## config.mk

```make
export PLATFORM = sky130hd
export DESIGN_NAME = uart_tx_fifo
export DESIGN_NICKNAME = d
export VERILOG_FILES = /design/src/rtl/uart_tx_fifo.sv
export SDC_FILE = /design/constraint.sdc
export NUM_CORES = 1
export LEC_CHECK = 0
export ABC_AREA = 1
export CAP_MARGIN = 10
export CORE_MARGIN = 4
export CORE_UTILIZATION = 35
export CTS_CLUSTER_DIAMETER = 100
export DETAILED_ROUTE_END_ITERATION = 7
export DONT_BUFFER_PORTS = 1
export GPL_TIMING_DRIVEN = 0
export MAX_ROUTING_LAYER = met4
export RECOVER_POWER = 25
export REMOVE_ABC_BUFFERS = 1
export SETUP_SLACK_MARGIN = 0.3
export SYNTH_ARGS = -nofsm -noshare
export SYNTH_HDL_FRONTEND = slang
export SYNTH_SLANG_ARGS = --single-unit
```

## constraint.sdc

```tcl
create_clock -name clk -period 2.7 [get_ports clk]
set_input_delay 0.54 -clock clk [delete_from_list [all_inputs] [get_ports clk]]
set_output_delay 0.54 -clock clk [all_outputs]
set_load 0.005 [all_outputs]
```

## src/rtl/uart_tx_fifo.sv

```systemverilog
// uart_tx_fifo
//   Byte FIFO in front of a UART transmitter. Bytes written on wr_data are
//   queued in a circular buffer. A small FSM hands the head byte to the
//   transmitter on a baud_tick. It holds tx_en for exactly one baud period,
//   then waits for the transmitter's tx_done before the next launch.
//
// Ports
//   clk        : single clock, rising edge
//   reset_n    : asynchronous, active-low reset
//   baud_tick  : one-clk strobe per UART bit period
//   wr_en      : write request for wr_data
//   wr_data    : byte to enqueue
//   full       : level == DEPTH
//   empty      : level == 0
//   level      : number of stored entries
//   overflow   : sticky flag, set when a write is dropped
//   tx_data    : byte presented to the transmitter
//   tx_en      : transmit request to the transmitter
//   tx_done    : one-clk pulse from the transmitter at end of frame
//   busy       : FSM is not in IDLE
//
// state | meaning
// ------+------------------------------------------------------------------
// IDLE  | nothing in flight; pop the head on baud_tick when not empty
// SEND  | tx_en high, tx_data held; leave on the next baud_tick
// WAIT  | tx_en low; leave on tx_done, or one cycle after entry if tx_done
//       | already arrived during SEND (done_seen)

module uart_tx_fifo #(
  parameter int DEPTH = 8,
  parameter int WIDTH = 8
) (
  input  logic                   clk,
  input  logic                   reset_n,
  input  logic                   baud_tick,
  input  logic                   wr_en,
  input  logic [WIDTH-1:0]       wr_data,
  output logic                   full,
  output logic                   empty,
  output logic [$clog2(DEPTH):0] level,
  output logic                   overflow,
  output logic [WIDTH-1:0]       tx_data,
  output logic                   tx_en,
  input  logic                   tx_done,
  output logic                   busy
);

  localparam int AW = $clog2(DEPTH);
  localparam int LW = AW + 1;

  typedef enum logic [1:0] {
    IDLE = 2'd0,
    SEND = 2'd1,
    WAIT = 2'd2
  } state_t;

  logic [WIDTH-1:0] mem [DEPTH];
  logic [AW-1:0]    wr_ptr;
  logic [AW-1:0]    rd_ptr;
  state_t           state;
  logic             done_seen;
  logic             do_write;
  logic             do_pop;

  assign full  = (level == LW'(DEPTH));
  assign empty = (level == '0);
  assign busy  = (state != IDLE);

  // Writes are judged against the registered full flag, so a pop in the
  // same cycle does not make room for a write that arrived while full.
  assign do_write = wr_en & ~full;

  // empty is registered, so a byte written in this very cycle cannot be
  // launched by a coincident baud_tick.
  assign do_pop = (state == IDLE) & baud_tick & ~empty;

  // Storage needs no reset: level/pointers define which entries are valid.
  always_ff @(posedge clk) begin
    if (do_write) begin
      mem[wr_ptr] <= wr_data;
    end
  end

  // DEPTH is a power of two, so the pointers wrap DEPTH-1 -> 0 naturally.
  always_ff @(posedge clk or negedge reset_n) begin
    if (!reset_n) begin
      wr_ptr   <= '0;
      rd_ptr   <= '0;
      level    <= '0;
      overflow <= 1'b0;
    end else begin
      if (do_write) begin
        wr_ptr <= wr_ptr + 1'b1;
      end
      if (do_pop) begin
        rd_ptr <= rd_ptr + 1'b1;
      end
      case ({do_write, do_pop})
        2'b10:   level <= level + 1'b1;
        2'b01:   level <= level - 1'b1;
        default: level <= level;
      endcase
      if (wr_en && full) begin
        overflow <= 1'b1;
      end
    end
  end

  always_ff @(posedge clk or negedge reset_n) begin
    if (!reset_n) begin
      state     <= IDLE;
      tx_en     <= 1'b0;
      tx_data   <= '0;
      done_seen <= 1'b0;
    end else begin
      case (state)
        IDLE: begin
          // tx_done is ignored here; tx_data keeps the last launched byte.
          if (do_pop) begin
            tx_data <= mem[rd_ptr];
            tx_en   <= 1'b1;
            state   <= SEND;
          end
        end
        SEND: begin
          // The transmitter may report end of frame before tx_en drops.
          if (tx_done) begin
            done_seen <= 1'b1;
          end
          if (baud_tick) begin
            tx_en <= 1'b0;
            state <= WAIT;
          end
        end
        WAIT: begin
          if (tx_done || done_seen) begin
            done_seen <= 1'b0;
            state     <= IDLE;
          end
        end
        default: begin
          tx_en     <= 1'b0;
          done_seen <= 1'b0;
          state     <= IDLE;
        end
      endcase
    end
  end

endmodule

```

==> metrics.txt, run 1 <==
Die H 110 µm; Final HPWL DP 4.54 mm; Worst Path Arrival 2.45 ns; Cells after Synth 328; clock root buffer clkbuf_8; # rows 37; via count 2280; Ys Warns 0; Crit-path slowest cell dfrtp_1; sw frac 38.6%; initial antenna violation count 0; CP peak stage delay 0.47 ns; sequential cell area 2500 µm²; grt ovf 0; ANT cells 0; setup TNS 0 ns; layout cells sized above 1 8.11%; total track usage 14.0%; Synth Area per Inst 11.1 µm²; Vias/cell 4.86; Net count, final 346; CP top delay family simple AND/OR/NAND/NOR gates; Hold Fails Final Rpt 0; most frequent cells in the layout nor2_1 (78), edfxtp_1 (64), nand2_1 (44); status complete, no violations; synth-to-layout area growth 7.67%; drt total wl 7.53 mm; Max FO, Critical Path 15; sequential share of the synthesized area 68.4%; FMAX 462 MHz; # IOs 30; final worst path period share 80.2%; Yosys reg bits 87; RSZ-0062 raised after global routing no; CTS H-tree depth 3; max_cap viols 0; fillers 967; RePlAce Congestion 0.736; area of the mapped netlist 3650 µm²; max-slew violations 0; Clk pwr share 20.5%; WP buf/inv 0; Core Box Area 10200 µm²; leading area contributor after synthesis edfxtp_1; Leak 0.00151 µW; most common cell after layout, fill and taps aside nor2_1; CTS tree done; Die Wd 110 µm; DRC viols 0; Setup Skew 0.0117 ns; Yosys cell types 29; setup ws final 0.536 ns; Clock Latency Late Sink 0.37 ns; Power Density 1070 nW/µm²; Worst Path Required 2.99 ns; fin crit period 2.16 ns; Synth top area share 52.6%; Psw 1620 µW; Pre-antenna DRT Iters 4; Clk pin slew, worst setup/hold paths 0.09 ns; min-delay worst type in -> reg; starting density of the core 35.7%; cts bufs inserted 9; CTS max path bufs 2; Internal 2580 µW; Worst setup EP type register; pin count of the biggest net entering global routing 36; Relative slew margins 29.7%; DRT iter0 DRCs 180; Final setup viols 0; Cell Chain, Critical Path nor2_2 -> nand2_2 -> nand2_4 -> nor2_8 -> ha_1 -> nor2_1 -> nor2_1 -> ha_1 -> a21oi_1 -> or2_2 -> a31oi_1; Placed Cells 452; share of power burned in registers 50.1%; worst vdd ir 0.328 mV; Final ANT Viol Nets 0; DIE AREA 12100 µm²; Least-Margin Pin Slew 1.05 ns; per-cell routed wire length 16.0 µm; first-pass GRT wire length 12.0 mm; CP startpoint kind register; vias in the first global route 2238; Setup WS pre-CTS 0.156 ns; port bufs 0; CTS Sinks 87; non-filler cells, final 469; Logic pwr share 29.4%; kind of critical path reg -> reg; synth top area cells edfxtp_1 (53%), dfrtp_1 (16%), nor2_1 (8.0%), o21ai_0 (4.8%), nand2_1 (4.5%); area of the multi-input gates 986 µm²
## power by group through the flow
stage	clock (µW)	sequential, µW	combinational [µW]
2_1_floorplan	0	2010	950
3_3_place_gp	0	2120	1200
3_5_place_dp	0	2130	1250
4_1_cts	877	2110	1260
5_1_grt	947	2150	1460
6_report	861	2100	1240
## path summary, 6_finish.rpt
path / slack [ns] / end / start / cells past startpoint
max in group asynchronous: 1.19 / rd_ptr[0] / reset_n / 1
max: 0.54 / level[2] / level[1] / 11
min in group asynchronous: 0.81 / tx_data[1] / reset_n / 1
min reg2reg: 0.50 / overflow / overflow / 1
max reg2reg: 0.54 / level[2] / level[1] / 11
min: 0.26 / mem[4][4] / wr_data[4] / 0
## per-layer routing
metal | GRT usage, % | wire length (µm)
met5 | - | 0
met4 | 6.07 | 164
met3 | 3.26 | 473
met2 | 22.1 | 3510
met1 | 17.2 | 3380
## per-stage QoR
stage | total power, µW | instance area [µm²] | hold WS [ns] | util (%)
finish | 4200 | 3930 | 0.261 | 38.4
CTS | 4240 | 3930 | 0.259 | 38.4
floorplan | 2960 | 3560 | 0.244 | -
detailed placement | 3380 | 3730 | 0.245 | 36.5
global route | 4560 | 3930 | 0.247 | 38.4
global placement | 3320 | 3730 | 0.245 | 36.5
## logic make-up (layout without fill, tap and decap cells)
group	Yosys count	in the layout	synth area share (%)
adder cells (fa/ha/maj)	5	5	1.71
XOR/XNOR	5	5	1.20
flip-flops	87	87	68.4
buffers and inverters	32	37	4.66
AO/OA/AOI/OAI	41	41	5.75
AND/OR/NAND/NOR	158	158	18.3
## cell type report
class	instances	share of cell area, %
flip-flops and latches	87	63.5
multi-input cells	209	25.1
well taps	136	4.33
clock buffers	11	3.85
inverters	20	1.97
clock inverters	5	1.02
repair buffers	1	0.254
## Yosys cell counts
library cell  count
inv_2             2
nand2_1          44
nor2_1           78
nand4_1           1
ha_1              5
xor2_1            3
buf_2             2
or2_4             1
clkinv_1          1
nor2_8            1
xnor2_1           2
o21ai_1           2
a21o_1            1
buf_4             3
nand2_4           1
clkbuf_2          3
o21ai_0          35
nor2_2            1
dfrtp_1          23
inv_4             1
nand3_1          28
or2_2             1
edfxtp_1         64
o22ai_1           1
buf_6             4
nand2_2           2
a21oi_1           1
a31oi_1           1
inv_1            16
## flip-flops by register name, indices dropped and copies added (netlist names)
register / count
state: 2
done_seen: 1
rd_ptr: 3
level: 4
overflow: 1
tx_en: 1
mem: 64
wr_ptr: 3
tx_data: 8
## repair_timing
item	CTS	global route
hold buffers	1	0
setup endpoints to repair	8	0
gates resized for setup	1	0
setup buffers	0	0
hold endpoints to repair	23	0
No activity file was read; power rests on OpenSTA's default activity.
==> run 2, diff against run 1 <==
- clock period: 2.7 -> 2.14 ns (I/O delays scaled with it)
==> run 2 against run 1 <==
Effect of this change:
- critical path depth up 1
- clock power up 25%
- highest routed layer unchanged
- fmax up 13%
- sequential cell count unchanged
- total power up 38%
==> metrics.txt, run 2 (synthesized netlist as in run 1, its figures left out) <==
Least-Margin Pin Slew 1.07 ns; CP Launch Point level[1]; # rows 37; CTS Sinks 87; Worst Path Required 2.42 ns; power consumption 5800 µW; vias in the first global route 2285; Power Density 1360 nW/µm²; grt ovf 0; Largest Register mem; non-filler cells, final 483; worst reg-to-reg path cell count 12; final core utilization 41.7%; per-cell routed wire length 16.9 µm; final worst path period share 89.5%; area post-placement 3730 µm²; Die Wd 110 µm; Pre-antenna DRT Iters 4; CP startpoint kind register; Worst Path Arrival 2.19 ns; total track usage 14.1%; RSZ-0062 raised after global routing yes; port bufs 0; CTS H-tree depth 3; Clock Latency Late Sink 0.36 ns; Levels on crit path 12; RePlAce Congestion 0.736; Cell Chain, Critical Path nor2_4 -> nand3_2 -> nand2_4 -> ha_4 -> nand2_2 -> inv_2 -> nor2_4 -> ha_4 -> a21oi_4 -> buf_6 -> nand2_2 -> a31oi_1; DRT iter0 DRCs 188; kind of critical path reg -> reg; Leak 0.00160 µW; setup ws final 0.224 ns; Die H 110 µm; most frequent cells in the layout nor2_1 (67), edfxtp_1 (64), nand2_1 (41); Worst setup EP type register; initial antenna violation count 0; layout cells sized above 1 19.6%; max_cap viols 0; CTS max path bufs 2; worst reg2reg path startpoint level[1]; biggest regs mem x64, tx_data x8, level x4; CTS tree done; ANT cells 0; most common cell after layout, fill and taps aside nor2_1; Largest register FFs 64; via count 2390; first-pass GRT wire length 12.2 mm; WP buf/inv 2; Final HPWL DP 4.54 mm; # IOs 30; Setup WS pre-CTS -0.404 ns; fin crit period 1.92 ns; FMAX 522 MHz; clock root buffer clkbuf_8; Final setup viols 0; Placed Cells 452; Max FO, Critical Path 6; critical path endpoint level[2]; starting density of the core 35.7%; Core Box Area 10200 µm²; DRC viols 0; fillers 941; Relative slew margins 28.1%; status complete, no violations; post-route cell area 4270 µm²; DIE AREA 12100 µm²; min-delay worst type in -> reg; synth-to-layout area growth 16.8%; Crit-path slowest cell dfrtp_2; max-slew violations 0; Final ANT Viol Nets 0; R2R setup slack 0.22 ns; cts bufs inserted 9; drt total wl 8.16 mm; Vias/cell 4.95; Setup Skew 0.0117 ns; worst vdd ir 0.555 mV; Net count, final 360; CP peak stage delay 0.50 ns; Clk pin slew, worst setup/hold paths 0.09 ns; Hold Fails Final Rpt 0; CP top delay family simple AND/OR/NAND/NOR gates; pin count of the biggest net entering global routing 36; reg-to-reg endpoint level[2]
## run 2: what timing repair did
action | CTS | global route
setup endpoints to repair | 77 | 42
hold endpoints to repair | 23 | 0
setup buffers | 5 | 9
gates resized for setup | 27 | 21
pin swaps | 8 | 16
hold buffers | 1 | 0
## run 2: worst min path at each step
stage | from | cells past startpoint | to | slack [ns]
2_1_floorplan | reset_n | 0 | done_seen | 0.13
3_3_place_gp | reset_n | 0 | level[0] | 0.13
3_5_place_dp | reset_n | 0 | level[0] | 0.13
4_1_cts | wr_data[5] | 0 | mem[3][5] | 0.15
5_1_grt | wr_data[6] | 0 | mem[7][6] | 0.14
6_report | wr_data[4] | 0 | mem[4][4] | 0.16
## run 2: layout make-up
class	count	area (µm²)	area share, %
well taps	136	170	3.99
flip-flops and latches	87	2510	58.7
inverters	20	77.6	1.82
repair buffers	15	180	4.22
clock buffers	11	151	3.55
multi-input cells	209	1140	26.8
clock inverters	5	40.0	0.938
## run 2: power by group
part / leakage (µW) / switching, µW / internal [µW] / total, µW
registers: 0.000852 / 426 / 2230 / 2650
clock network: 0.0000882 / 591 / 491 / 1080
logic: 0.000659 / 1260 / 806 / 2070
total: 0.00160 / 2280 / 3520 / 5800
## run 2: metal layers
layer	share of wire [%]	vias up	wire length [µm]	global-route usage [%]
li1	-	1135	-	-
met1	43	1172	3500	17.4
met2	48	69	3940	22.4
met3	6.8	14	554	3.26
met4	2.0	0	167	6.24
met5	0	-	0	-
## run 2: stage by stage
stage,hold slack (ns),TNS (ns)
floorplan,0.132,0
global placement,0.133,-2.84
detailed placement,0.133,-3.84
CTS,0.147,0
global route,0.135,0
finish,0.158,0
